--- src/rtl/mult_share_pkg.sv ---
// Shared types and defaults for the multiplier-sharing controller.
// State encoding is fixed so that debug probes keep their historical values.
package mult_share_pkg;

  localparam int unsigned DEF_NREQ           = 4;
  localparam int unsigned DEF_W              = 3;
  localparam int unsigned DEF_TIMEOUT_CYCLES = 64;

  typedef enum logic [2:0] {
    IDLE   = 3'd0,
    CLEAR  = 3'd1,
    LAUNCH = 3'd2,
    WAIT   = 3'd3,
    RESP   = 3'd4
  } state_e;

endpackage

--- src/rtl/rr_pick.sv ---
// Combinational round-robin selector: first set request at or above ptr_i,
// wrapping modulo NREQ. Returns a one-hot grant, its index and an any flag.
module rr_pick #(
  parameter int unsigned NREQ = 4,
  parameter int unsigned PW   = $clog2(NREQ)
) (
  input  logic [NREQ-1:0] req_i,
  input  logic [PW-1:0]   ptr_i,
  output logic [NREQ-1:0] gnt_o,
  output logic [PW-1:0]   idx_o,
  output logic            any_o
);

  logic [PW:0]   sum;
  logic [PW-1:0] pos;

  always_comb begin
    gnt_o = '0;
    idx_o = '0;
    any_o = 1'b0;
    sum   = '0;
    pos   = '0;
    for (int unsigned i = 0; i < NREQ; i++) begin
      sum = {1'b0, ptr_i} + (PW+1)'(i);
      if (sum >= (PW+1)'(NREQ)) sum = sum - (PW+1)'(NREQ);
      pos = sum[PW-1:0];
      if (!any_o && req_i[pos]) begin
        any_o      = 1'b1;
        gnt_o[pos] = 1'b1;
        idx_o      = pos;
      end
    end
  end

endmodule

--- src/rtl/mult_share_ctrl.sv ---
// Round-robin arbiter sharing one external sequential multiplier between NREQ clients.
// Define MULT_SHARE_TIMEOUT_EN to add a WAIT watchdog that answers with rsp_err.
module mult_share_ctrl
  import mult_share_pkg::*;
#(
  parameter int unsigned NREQ           = DEF_NREQ,
  parameter int unsigned W              = DEF_W,
  parameter int unsigned TIMEOUT_CYCLES = DEF_TIMEOUT_CYCLES
) (
  input  logic              clk,
  input  logic              reset,
  input  logic [NREQ-1:0]   req_valid,
  input  logic [NREQ*W-1:0] req_a,
  input  logic [NREQ*W-1:0] req_b,
  output logic [NREQ-1:0]   req_ready,
  output logic [NREQ-1:0]   rsp_valid,
  output logic [2*W-1:0]    rsp_product,
  output logic              rsp_err,
  output logic [W-1:0]      mul_a,
  output logic [W-1:0]      mul_b,
  output logic              mul_clr,
  output logic              mul_start,
  input  logic [2*W-1:0]    mul_product,
  input  logic              mul_done
);

  localparam int unsigned PW = $clog2(NREQ);

  state_e          state_q;
  logic [PW-1:0]   rr_ptr_q, rr_ptr_d, gnt_id_q;
  logic [NREQ-1:0] req_ready_q, rsp_valid_q;
  logic [2*W-1:0]  rsp_product_q;
  logic [W-1:0]    mul_a_q, mul_b_q;
  logic            mul_clr_q, mul_start_q;

  logic [NREQ-1:0] pick_gnt, gnt_oh;
  logic [PW-1:0]   pick_idx;
  logic            pick_any;
  logic [W-1:0]    op_a [NREQ];
  logic [W-1:0]    op_b [NREQ];

  rr_pick #(.NREQ(NREQ), .PW(PW)) u_pick (
    .req_i (req_valid),
    .ptr_i (rr_ptr_q),
    .gnt_o (pick_gnt),
    .idx_o (pick_idx),
    .any_o (pick_any)
  );

  always_comb begin
    for (int unsigned i = 0; i < NREQ; i++) begin
      op_a[i] = req_a[i*W +: W];
      op_b[i] = req_b[i*W +: W];
    end
  end

  assign rr_ptr_d = (pick_idx == PW'(NREQ-1)) ? '0 : pick_idx + PW'(1);
  assign gnt_oh   = NREQ'(1) << gnt_id_q;

`ifdef MULT_SHARE_TIMEOUT_EN
  logic [7:0] wait_cnt_q;
  logic       rsp_err_q;
  assign rsp_err = rsp_err_q;
`else
  logic [7:0] timeout_unused;
  assign timeout_unused = 8'(TIMEOUT_CYCLES);
  assign rsp_err        = 1'b0;
`endif

  always_ff @(posedge clk or negedge reset) begin
    if (!reset) begin
      state_q       <= IDLE;
      rr_ptr_q      <= '0;
      gnt_id_q      <= '0;
      req_ready_q   <= '0;
      rsp_valid_q   <= '0;
      rsp_product_q <= '0;
      mul_a_q       <= '0;
      mul_b_q       <= '0;
      mul_clr_q     <= 1'b0;
      mul_start_q   <= 1'b0;
`ifdef MULT_SHARE_TIMEOUT_EN
      wait_cnt_q    <= '0;
      rsp_err_q     <= 1'b0;
`endif
    end else begin
      req_ready_q <= '0;
      rsp_valid_q <= '0;
      case (state_q)
        IDLE: if (pick_any) begin
          req_ready_q <= pick_gnt;
          mul_a_q     <= op_a[pick_idx];
          mul_b_q     <= op_b[pick_idx];
          gnt_id_q    <= pick_idx;
          rr_ptr_q    <= rr_ptr_d;
          mul_clr_q   <= 1'b1;
          state_q     <= CLEAR;
        end
        CLEAR: begin
          mul_clr_q   <= 1'b0;
          mul_start_q <= 1'b1;
          state_q     <= LAUNCH;
        end
        // mul_done is deliberately not looked at here: it may be left over from the previous op
        LAUNCH: begin
          state_q <= WAIT;
`ifdef MULT_SHARE_TIMEOUT_EN
          wait_cnt_q <= '0;
`endif
        end
        WAIT: if (mul_done) begin
          rsp_product_q <= mul_product;
          mul_start_q   <= 1'b0;
          rsp_valid_q   <= gnt_oh;
          state_q       <= RESP;
        end
`ifdef MULT_SHARE_TIMEOUT_EN
        else if (wait_cnt_q == 8'(TIMEOUT_CYCLES - 1)) begin
          rsp_product_q <= '0;
          rsp_err_q     <= 1'b1;
          mul_clr_q     <= 1'b1;
          mul_start_q   <= 1'b0;
          rsp_valid_q   <= gnt_oh;
          state_q       <= RESP;
        end else begin
          wait_cnt_q <= wait_cnt_q + 8'd1;
        end
`endif
        RESP: begin
          mul_clr_q <= 1'b0;
`ifdef MULT_SHARE_TIMEOUT_EN
          rsp_err_q <= 1'b0;
`endif
          state_q   <= IDLE;
        end
        default: state_q <= IDLE;
      endcase
    end
  end

  assign req_ready   = req_ready_q;
  assign rsp_valid   = rsp_valid_q;
  assign rsp_product = rsp_product_q;
  assign mul_a       = mul_a_q;
  assign mul_b       = mul_b_q;
  assign mul_clr     = mul_clr_q;
  assign mul_start   = mul_start_q;

endmodule

--- config.mk ---
export PLATFORM = sky130hd
export DESIGN_NAME = mult_share_ctrl
export DESIGN_NICKNAME = d
export VERILOG_FILES = /design/src/rtl/mult_share_pkg.sv /design/src/rtl/rr_pick.sv /design/src/rtl/mult_share_ctrl.sv
export SDC_FILE = /design/constraint.sdc
export NUM_CORES = 1
export LEC_CHECK = 0
export CAP_MARGIN = 10
export CORE_ASPECT_RATIO = 1.25
export CORE_MARGIN = 1
export CORE_UTILIZATION = 46
export DETAILED_ROUTE_END_ITERATION = 8
export MAX_ROUTING_LAYER = met4
export PLACE_DENSITY = 0.79
export SLEW_MARGIN = 25
export SYNTH_ARGS = -nofsm -noshare
export SYNTH_HDL_FRONTEND = slang
export SYNTH_SLANG_ARGS = --single-unit
export TNS_END_PERCENT = 30
--- constraint.sdc ---
create_clock -name clk -period 4.8 [get_ports clk]
set_clock_uncertainty 0.15 [all_clocks]
set_input_delay 0.72 -clock clk [delete_from_list [all_inputs] [get_ports clk]]
set_output_delay 0.72 -clock clk [all_outputs]
set_load 0.03 [all_outputs]
* Yosys cells after proc, flatten, opt, wreduce, memory -nomap -nowiden
Cells that the tools add are included.
** Word-level totals
- Bits in registers :: 29
- Logic and storage cells :: 112
- Output and inout port bits :: 23
- Bits of input ports :: 37
** Cells by class
- Eq/ne operators :: 7
- Bitwise operators :: 4
- Reduce and logical (&&, ||, !) cells :: 19
- Muxes and demuxes :: 50
- Order comparisons :: 13
- Shift operators :: 1
- Add/subtract/negate cells :: 8
** Operators by type and width (number)
- 4-bit 2-to-1 mux :: 8
- 2-bit 2-to-1 mux :: 9
- 3-bit 2-to-1 mux :: 6
- 1-bit 2-to-1 mux :: 14
- 3-bit binary-select mux with 2-bit select :: 2
- 3-bit greater-or-equal comparator (second input constant) :: 4
- 2-bit by 3-bit less-than comparator with 1-bit output (second input constant) :: 4
- 4-bit OR :: 3
- 3-bit case mux with 4 select lines :: 1
- 2-bit AND reduction :: 5
- 1-bit binary-select mux with 2-bit select :: 4
- 1-bit demux with 2-bit select :: 4
- 2-bit by 1-bit greater-or-equal comparator with 1-bit output (second input constant) :: 4
- 2-bit by 1-bit subtractor with 2-bit output (second input constant) :: 4
- 1-bit logical AND :: 7
- 2-bit by 2-bit adder with 3-bit output (second input constant) :: 2
- 3-bit by 2-bit equality test with 1-bit output (second input constant) :: 2
- 2-bit inequality test (second input constant) :: 2
- 1-bit case mux with 2 select lines :: 2
- 2-bit nonzero test :: 2
- 1-bit by 2-bit << shifter with 4-bit output (first input constant) :: 1
- 2-bit by 1-bit adder with 3-bit output (second input constant) :: 1
- 3-bit by 1-bit equality test with 1-bit output (second input constant) :: 1
- 3-bit equality test (second input constant) :: 1
- 7 further kinds :: 9

* Depth between registers and ports, before layout
Gate-level depths: netlist of run 1.
- Depth in word-level cells :: 18
- Mapped depth :: 13
- Depth with buffers taken out :: 10

* By module
A second synthesis of run 1 with hierarchy kept.
** Second synthesis, totals
- Cell total of the unflattened synthesis :: 130
- Area total of the unflattened synthesis :: 1702.9 um^2
** Modules (own cells, without submodules)
- mult_share_ctrl :: area each 1283.7 um^2, instances 1, seq. area each 725.7 um^2, cells an instance 85
- rr_pick :: area each 419.2 um^2, instances 1, seq. area each 0.0 um^2, cells an instance 45

* Least setup slack after synthesis of run 1
No wires, ideal clock.
- Path kind :: flip-flop to flip-flop
- From :: register rr_ptr_q[0]
- To :: register rr_ptr_q[0]
- Stages on the path, launching flop included :: 12
- Clock period less this slack :: 3.393 ns
- Setup time :: 0.066 ns
- Path slack :: 1.407 ns
- Arrival :: 3.177 ns
- Cells stage by stage :: dfrtp_1 buf_2 buf_2 inv_1 ha_1 mux4_2 nand2b_1 nand3_1 nand2_2 ha_1 or4_1 nand2_1
** On the way
- Cells in the longest elaborated chain, start to end :: 16
** RTL lines
- start: declaration :: line mult_share_ctrl.sv:30 : logic [PW-1:0] rr_ptr_q, rr_ptr_d, gnt_id_q;
- start signal: assignment :: line mult_share_ctrl.sv:95 : rr_ptr_q <= rr_ptr_d;
- parallel branches: the longest is 13 deep, another holds 2-bit by 1-bit adder with 3-bit output
- 2-bit 2-to-1 mux * :: line rr_pick.sv:27 : if (!any_o && req_i[pos]) begin
- named net pick_idx[0] :: line mult_share_ctrl.sv:37 : logic [PW-1:0] pick_idx;
- 2-bit by 1-bit adder with 2-bit output or 2-bit equality test (tied branches) :: line mult_share_ctrl.sv:57 : assign rr_ptr_d = (pick_idx == PW'(NREQ-1)) ? '0 : pick_idx + PW'(1);
- 2-bit 2-to-1 mux * :: line mult_share_ctrl.sv:57
Mark *: on every way through the listed nets, which the timed path passes. The select of a mux whose other input is x is not followed.
A chain may end at the register's enable or synchronous reset.

* Final worst setup path of run 1
- From :: register rr_ptr_q[0]
- To :: register rr_ptr_q[1]
** On the way
- Cells in the longest elaborated chain, start to end :: 16
** RTL lines (line)
- parallel branches: the longest is 13 deep, another holds 2-bit by 1-bit adder with 3-bit output
- 2-bit 2-to-1 mux * :: rr_pick.sv:27
- named net pick_idx[0] :: mult_share_ctrl.sv:37
- 2-bit by 1-bit adder with 2-bit output or 2-bit equality test (tied branches) :: mult_share_ctrl.sv:57
- 2-bit 2-to-1 mux * :: mult_share_ctrl.sv:57
- named net rr_ptr_d[1] :: mult_share_ctrl.sv:30
Marks and branches as above.

==> load_flow_metrics.sql, run 1 <==
INSERT INTO impl_metrics (metric_group, metric, value, unit) VALUES
('clock_tree', 'postCtsSetupRepairBufs', '0', ''),
('setup_path', 'worst_setup_path_startpoint', 'rr_ptr_q[0]', ''),
('final_layout', 'design.final.nets', '293', ''),
('floorplanning', 'floorplan.die.height', '71.85', 'microns'),
('synthesis', 'syn_std_cell_area', '1795', 'sq um'),
('sta', 'hold_violations', '0', ''),
('sta', 'fin_crit', '3.838', 'ns'),
('place', 'dp.cells', '280', ''),
('global_routing', 'number_of_antenna_violations_at_the_first_check_in_global_routing', '0', ''),
('floorplanning', 'chip_width', '57.88', 'microns'),
('sta', 'worst_slew_pin_slew', '0.6760', 'ns'),
('place', 'finalWeightedCongestion', '0.8635', ''),
('route', 'drc_markers', '5', ''),
('sta', 'rsz0062_at_grt', 'false', ''),
('global_routing', 'vias_in_the_first_global_route', '1514', ''),
('setup_path', 'required', '4.82', 'ns'),
('floorplanning', 'num_rows', '25', ''),
('setup_path', 'critical_path.endpoint_type', 'register', ''),
('synthesis', 'ys_ff_latch', '29', ''),
('place', 'placement.io_buffers', '58', ''),
('place', 'post-dp-hpwl', '3159', 'microns'),
('clock_tree', 'postCtsHoldBufs', '0', ''),
('synthesis', 'synth_xor_xnor_area_share', '0', '%'),
('synthesis', 'synth_edf_count', '0', ''),
('synthesis', 'synth_cell_type_count', '39', ''),
('sta', 'fin_tns_setup', '0', 'ns'),
('synthesis', 'ys.warnings.count', '0', ''),
('route', 'wirelength', '4088', 'microns'),
('route', 'detail_route.iter0.violations', '34', ''),
('route', 'avgRoutedWirePerCell', '14.19', 'microns'),
('sta', 'fin_worst_hold_slack', '0.3266', 'ns'),
('clock_tree', 'postCtsResizedCells', '0', ''),
('power', 'cellPowerDensity', '626.4', 'nW/um^2'),
('place', 'preCtsSetupSlack', '0.9965', 'ns'),
('synthesis', 'synth_compound_gate_area_share', '22.58', '%'),
('clock_tree', 'tritoncts_clock_tree', 'done', ''),
('setup_path', 'ff2ff_path_depth', '8', ''),
('sta', 'timing.final.crit_share', '79.96', '%'),
('clock_tree', 'clk_latency', '0.28', 'ns'),
('clock_tree', 'path_clk_slew', '0.07', 'ns'),
('sta', 'maxSlewHeadroom', '54.93', '%'),
('setup_path', 'worstPathArrival', '3.86', 'ns'),
('setup_path', 'worst_setup_path_endpoint', 'rr_ptr_q[1]', ''),
('floorplanning', 'top_level_ports', '60', ''),
('floorplanning', 'core_area', '3754', 'sq um'),
('hold_path', 'hold_path_class', 'register to register', ''),
('synthesis', 'synth_seq_area_share', '40.42', '%'),
('sta', 'fmax', '260.5', 'MHz'),
('final_layout', 'finalNonFillerCells', '288', ''),
('global_routing', 'grt_first_pass_wirelength', '6872', 'microns'),
('job', 'cap_viol_max_count', '0', ''),
('setup_path', 'critPathKind', 'register to register', ''),
('run_status', 'run_status', 'finished, violations left', ''),
('floorplanning', 'die_area', '4159', 'sq um'),
('global_routing', 'gr-total-overflow', '0', ''),
('synthesis', 'synth.area.mux_share', '7.735', '%'),
('final_layout', 'postLayoutCellArea', '2500', 'sq um'),
('synthesis', 'synth_nets', '234', ''),
('synthesis', 'synth.avg_cell_area', '9.550', 'sq um'),
('sta', 'final_critical_path_setup_slack', '0.9619', 'ns'),
('clock_tree', 'htree_levels', '2', ''),
('setup_path', 'worst_r2r_startpoint', 'rr_ptr_q[0]', ''),
('final_layout', 'final_layout_size_suffix_gt1_share', '11.29', '%'),
('clock_tree', 'clockBufferDepth', '2', ''),
('setup_path', 'timing.critical_path.from_type', 'register', ''),
('synthesis', 'synth_top_family_by_area', 'compound AO/OA/AOI/OAI gates', ''),
('place', 'dpl_cell_area', '2399', 'sq um'),
('run_status', 'failed_checks', 'DRC', ''),
('final_layout', 'antennaDiodeCount', '0', ''),
('global_routing', 'grt_start_max_net_pins', '30', ''),
('global_routing', 'grt_use_total', '22.28', '%');
## metrics by stage
stage / utilization (%) / total power [mW]
final: 66.60 / 1.566
after global routing: 66.60 / 1.688
after CTS: 66.60 / 1.574
after detailed placement: 63.90 / 1.350
after global placement: 63.90 / 1.330
after floorplan: - / 1.077
## how the worst min path moves through the flow
| stage | cells past startpoint | startpoint | slack, ns | to |
|---|---|---|---|---|
| after global routing | 2 | rsp_product[4] | 0.35 | rsp_product[4] |
| after floorplan | 0 | reset | 0.27 | gnt_id_q[0] |
| after detailed placement | 2 | rsp_product[4] | 0.31 | rsp_product[4] |
| after global placement | 2 | rsp_product[0] | 0.31 | rsp_product[0] |
| final | 2 | rsp_product[4] | 0.33 | rsp_product[4] |
| after CTS | 2 | rsp_product[4] | 0.33 | rsp_product[4] |
## routing by layer
metal  vias to the layer above  global-route usage, %  share of wire (%)  routed length (microns)
li1                        785                      -                  -                        -
met1                       736                  24.18                 40                     1649
met2                        42                  39.08                 54                     2202
met3                        10                  4.332                3.5                      144
met4                         0                  9.524                2.2                       91
met5                         -                      -                  0                        0
## sequential cells by signal, summed over array words and instances, names as in the netlist
| name | flops |
|---|---|
| mul_clr | 1 |
| rsp_product | 6 |
| mul_b | 3 |
| mul_start | 1 |
| state_q | 3 |
| req_ready | 4 |
| rsp_valid | 4 |
| gnt_id_q | 2 |
| rr_ptr_q | 2 |
| mul_a | 3 |
## area by class of cell
cell class,instances,area [sq um]
clock inverters,1,5.005
repair buffers,59,588.1
fillers,307,1254
well taps,40,50.05
clock buffers,7,96.34
multi-input cells,144,1005
inverters,8,30.03
flip-flops and latches,29,725.7
## cells in the final DEF (no fill, tap or decap), drive strengths merged
master and instances:
o211ai 6, nand2b 3, or3b 1, ha 9, nor3 4, a22o 1, nand3 9, mux4 3
mux2i 6, a21oi 7, clkinv 2, nor2b 2, a22oi 5, o31ai 1, o21ai 12, mux2 1
buf 1, inv 7, or2 1, a211oi 1, conb 1, a21o 3, or4 1, clkbuf 7
nor4 1, o22ai 1, a221oi 4, a21bo 6, nand2 33, dfrtp 29, nor2 18, a2111oi 1
clkdlybuf4s50 58, and3 2, nand3b 1
## synthesized netlist by cell type (all sizes together) (2+ instances only)
master,instances,area share [%]
o211ai,6,4.2
mux2i,6,3.3
ha,9,6.3
buf,5,1.5
clkbuf,2,0.42
nand3,9,2.5
dfrtp,29,40
inv,7,1.5
a22oi,5,2.1
nor2b,2,0.70
nor2,18,3.8
nand2,33,7.2
a21oi,7,2.2
mux4,3,3.8
nand2b,3,1.0
nor3,4,1.1
o21ai,12,4.0
a21o,3,1.4
a21bo,6,3.3
and3,2,0.70
a221oi,4,2.0
## power by group
group	leakage [nW]	total (mW)	switching (mW)	internal [mW]
Sequential	0.370	0.434	0.0940	0.340
Combinational	0.685	0.912	0.524	0.388
Clock	0.0542	0.220	0.0910	0.129
## cells by family after synthesis
family          after synthesis
compound gates               48
fa+ha+maj                     9
buf+inv                      15
flops                        29
mux                          10
other cells                   1
simple gates                 76
## worst max-delay path, cell delays in order (launching register included)
cell and delay [ns]:
dfrtp_1 0.78, inv_1 0.29, ha_1 0.47, mux4_2 0.59, nor2b_1 0.51, o21ai_4 0.15
nand2_2 0.24, ha_1 0.28, mux2_2 0.26
Note: power is estimated with default switching activity, not from simulation.
==> run 2, diff against run 1 <==
CORE_UTILIZATION = 41   (was 46)
PLACE_DENSITY = 0.75   (was 0.79)
clock period = 3.4 ns   (was 4.8 ns; I/O delays follow)
==> run 2 against run 1 <==
Net effect: the flow now finishes without violations; critical path depth rose by 1; setup slack got worse by 0.46 ns; utilization fell by 4.2 points; flip-flop and latch count did not move.
==> load_flow_metrics.sql, run 2 (synthesized netlist as in run 1, its figures left out) <==
INSERT INTO impl_metrics (metric_group, metric, value, unit) VALUES
('setup_path', 'required', '3.46', 'ns'),
('setup_path', 'cp_cell_sequence', 'inv_1 > ha_1 > mux4_2 > nand2b_1 > nand3_1 > nand2_2 > ha_1 > or4_1 > nand2_1', ''),
('route', 'avgRoutedWirePerCell', '13.09', 'microns'),
('setup_path', 'worst_path_max_delay_cell', 'mux4_2', ''),
('place', 'placement.io_buffers', '58', ''),
('setup_path', 'critPathKind', 'register to register', ''),
('final_layout', 'most_common_library_cell_in_the_layout_ignoring_fill_and_taps', 'clkdlybuf4s50_1', ''),
('setup_path', 'critical_path.endpoint_type', 'register', ''),
('floorplanning', 'floorplan.die.height', '75.99', 'microns'),
('clock_tree', 'cts_buffer_count', '5', ''),
('clock_tree', 'postCtsHoldBufs', '0', ''),
('clock_tree', 'cts-root-buf', 'clkbuf_8', ''),
('sta', 'fin_crit', '2.901', 'ns'),
('sta', 'timing.final.crit_share', '85.31', '%'),
('setup_path', 'timing.critical_path.from_type', 'register', ''),
('floorplanning', 'top_level_ports', '60', ''),
('setup_path', 'cpLargestDelayFamily', 'simple AND/OR/NAND/NOR gates', ''),
('sta', 'fin_tns_setup', '0', 'ns'),
('setup_path', 'worst-path-max-fanout', '7', ''),
('setup_path', 'critPathMaxStageDelay', '0.59', 'ns'),
('place', 'post-dp-hpwl', '3165', 'microns'),
('final_layout', 'largest_register_ffs', '6', ''),
('route', 'firstDrtPassIters', '4', ''),
('sta', 'hold_violations', '0', ''),
('route', 'drc_markers', '0', ''),
('power', 'cellPowerDensity', '879.6', 'nW/um^2'),
('route', 'detail_route.iter0.violations', '44', ''),
('floorplanning', 'num_rows', '26', ''),
('route', 'detail-route-antenna-nets', '0', ''),
('final_layout', 'final_layout_size_suffix_gt1_share', '14.06', '%'),
('final_layout', 'post_layout_util', '62.45', '%'),
('global_routing', 'gr-total-overflow', '0', ''),
('clock_tree', 'postCtsSetupRepairBufs', '0', ''),
('place', 'finalWeightedCongestion', '0.7829', ''),
('floorplanning', 'core_area', '4131', 'sq um'),
('global_routing', 'grt_use_total', '20.49', '%'),
('clock_tree', 'numClockSinks', '29', ''),
('sta', 'slew_violations', '0', ''),
('clock_tree', 'htree_levels', '2', ''),
('power', 'highest_ir_drop_seen_on_vdd', '406.2', 'uV'),
('floorplanning', 'initial_utilization', '43.46', '%'),
('clock_tree', 'clockBufferDepth', '2', ''),
('global_routing', 'number_of_antenna_violations_at_the_first_check_in_global_routing', '0', ''),
('power', 'p_leak', '1.148', 'nW'),
('global_routing', 'grt_first_pass_wirelength', '6975', 'microns'),
('global_routing', 'vias_in_the_first_global_route', '1602', ''),
('job', 'cap_viol_max_count', '0', ''),
('route', 'wirelength', '4084', 'microns'),
('clock_tree', 'clk_latency', '0.27', 'ns'),
('setup_path', 'cpMostUsedCell', 'ha_1', ''),
('route', 'vias', '1594', ''),
('setup_path', 'critPathBufInv', '1', ''),
('sta', 'rsz0062_at_grt', 'false', ''),
('floorplanning', 'die_area', '4650', 'sq um'),
('sta', 'fmax', '344.8', 'MHz'),
('clock_tree', 'path_clk_slew', '0.06', 'ns'),
('clock_tree', 'postCtsResizedCells', '0', ''),
('hold_path', 'hold_path_class', 'register to register', ''),
('route', 'avgViaCountPerCell', '5.109', ''),
('final_layout', 'area_growth_syn_to_layout', '43.69', '%'),
('floorplanning', 'chip_width', '61.19', 'microns'),
('run_status', 'run_status', 'finished, final reports clean', ''),
('final_layout', 'antennaDiodeCount', '0', ''),
('final_layout', 'most-common-layout-cells', 'clkdlybuf4s50_1 (58), nand2_1 (31), dfrtp_1 (29)', ''),
('setup_path', 'worstPathArrival', '2.96', 'ns'),
('global_routing', 'grt_start_max_net_pins', '30', ''),
('clock_tree', 'tritoncts_clock_tree', 'done', ''),
('sta', 'setup_violations', '0', ''),
('final_layout', 'design.final.nets', '301', '');
[run 2: final cells by class]
type	instances	area, sq um
Multi-Input combinational cell	144	1005
Clock buffer	7	96.34
Tap cell	56	70.07
Sequential cell	29	725.7
Fill cell	368	1551
Inverter	8	30.03
Clock inverter	1	5.005
Timing Repair Buffer	67	648.1
[run 2: worst register-to-register path: stages, from the launching register on]
cell	delay [ns]
dfrtp_1	0.34
inv_1	0.13
ha_1	0.44
mux4_2	0.59
nand2b_1	0.20
nand3_1	0.13
nand2_2	0.07
ha_1	0.20
or4_1	0.51
nand2_1	0.08
[run 2: per-layer routing]
layer	vias up	routed length, microns	track usage (%)
li1	797	-	-
met1	751	1690	22.61
met2	39	2187	35.54
met3	7	145	4.414
met4	0	60	6.136
met5	-	0	-
[run 2: path summary, 6_finish.rpt]
path | startpoint | endpoint | slack [ns] | cells past startpoint
min in group asynchronous | reset | rsp_product[2] | 0.48 | 2
hold reg to reg | rsp_product[1] | rsp_product[1] | 0.32 | 2
max in group asynchronous | reset | rsp_product[1] | 2.35 | 2
setup reg to reg | rr_ptr_q[0] | rr_ptr_q[0] | 0.50 | 9
hold / removal | rsp_product[1] | rsp_product[1] | 0.32 | 2
setup / recovery | rr_ptr_q[0] | rr_ptr_q[0] | 0.50 | 9
[run 2: metrics by stage]
step	total power [mW]	cells	worst slack (ns)	cell area (sq um)	hold WS, ns
4_1_cts	2.289	312	0.4862	2580	0.3254
2_1_floorplan	1.520	188	0.006974	1795	0.06441
5_1_grt	2.475	312	0.3222	2580	0.3508
6_report	2.269	312	0.4994	2580	0.3198
3_3_place_gp	1.958	304	0.3587	2479	0.3084
3_5_place_dp	1.981	304	0.2798	2479	0.3121
[run 2: power breakdown]
group | leakage, nW | switching, mW | internal [mW]
registers | 0.370 | 0.0870 | 0.480
logic | 0.724 | 0.793 | 0.605
clock network | 0.0542 | 0.122 | 0.182
total | 1.15 | 1.00 | 1.27
==> run 3, diff against run 2 <==
CAP_MARGIN = unset   (was 10)
==> results of run 3 <==
The final DEF is identical to that of run 2; final timing and power are the same.
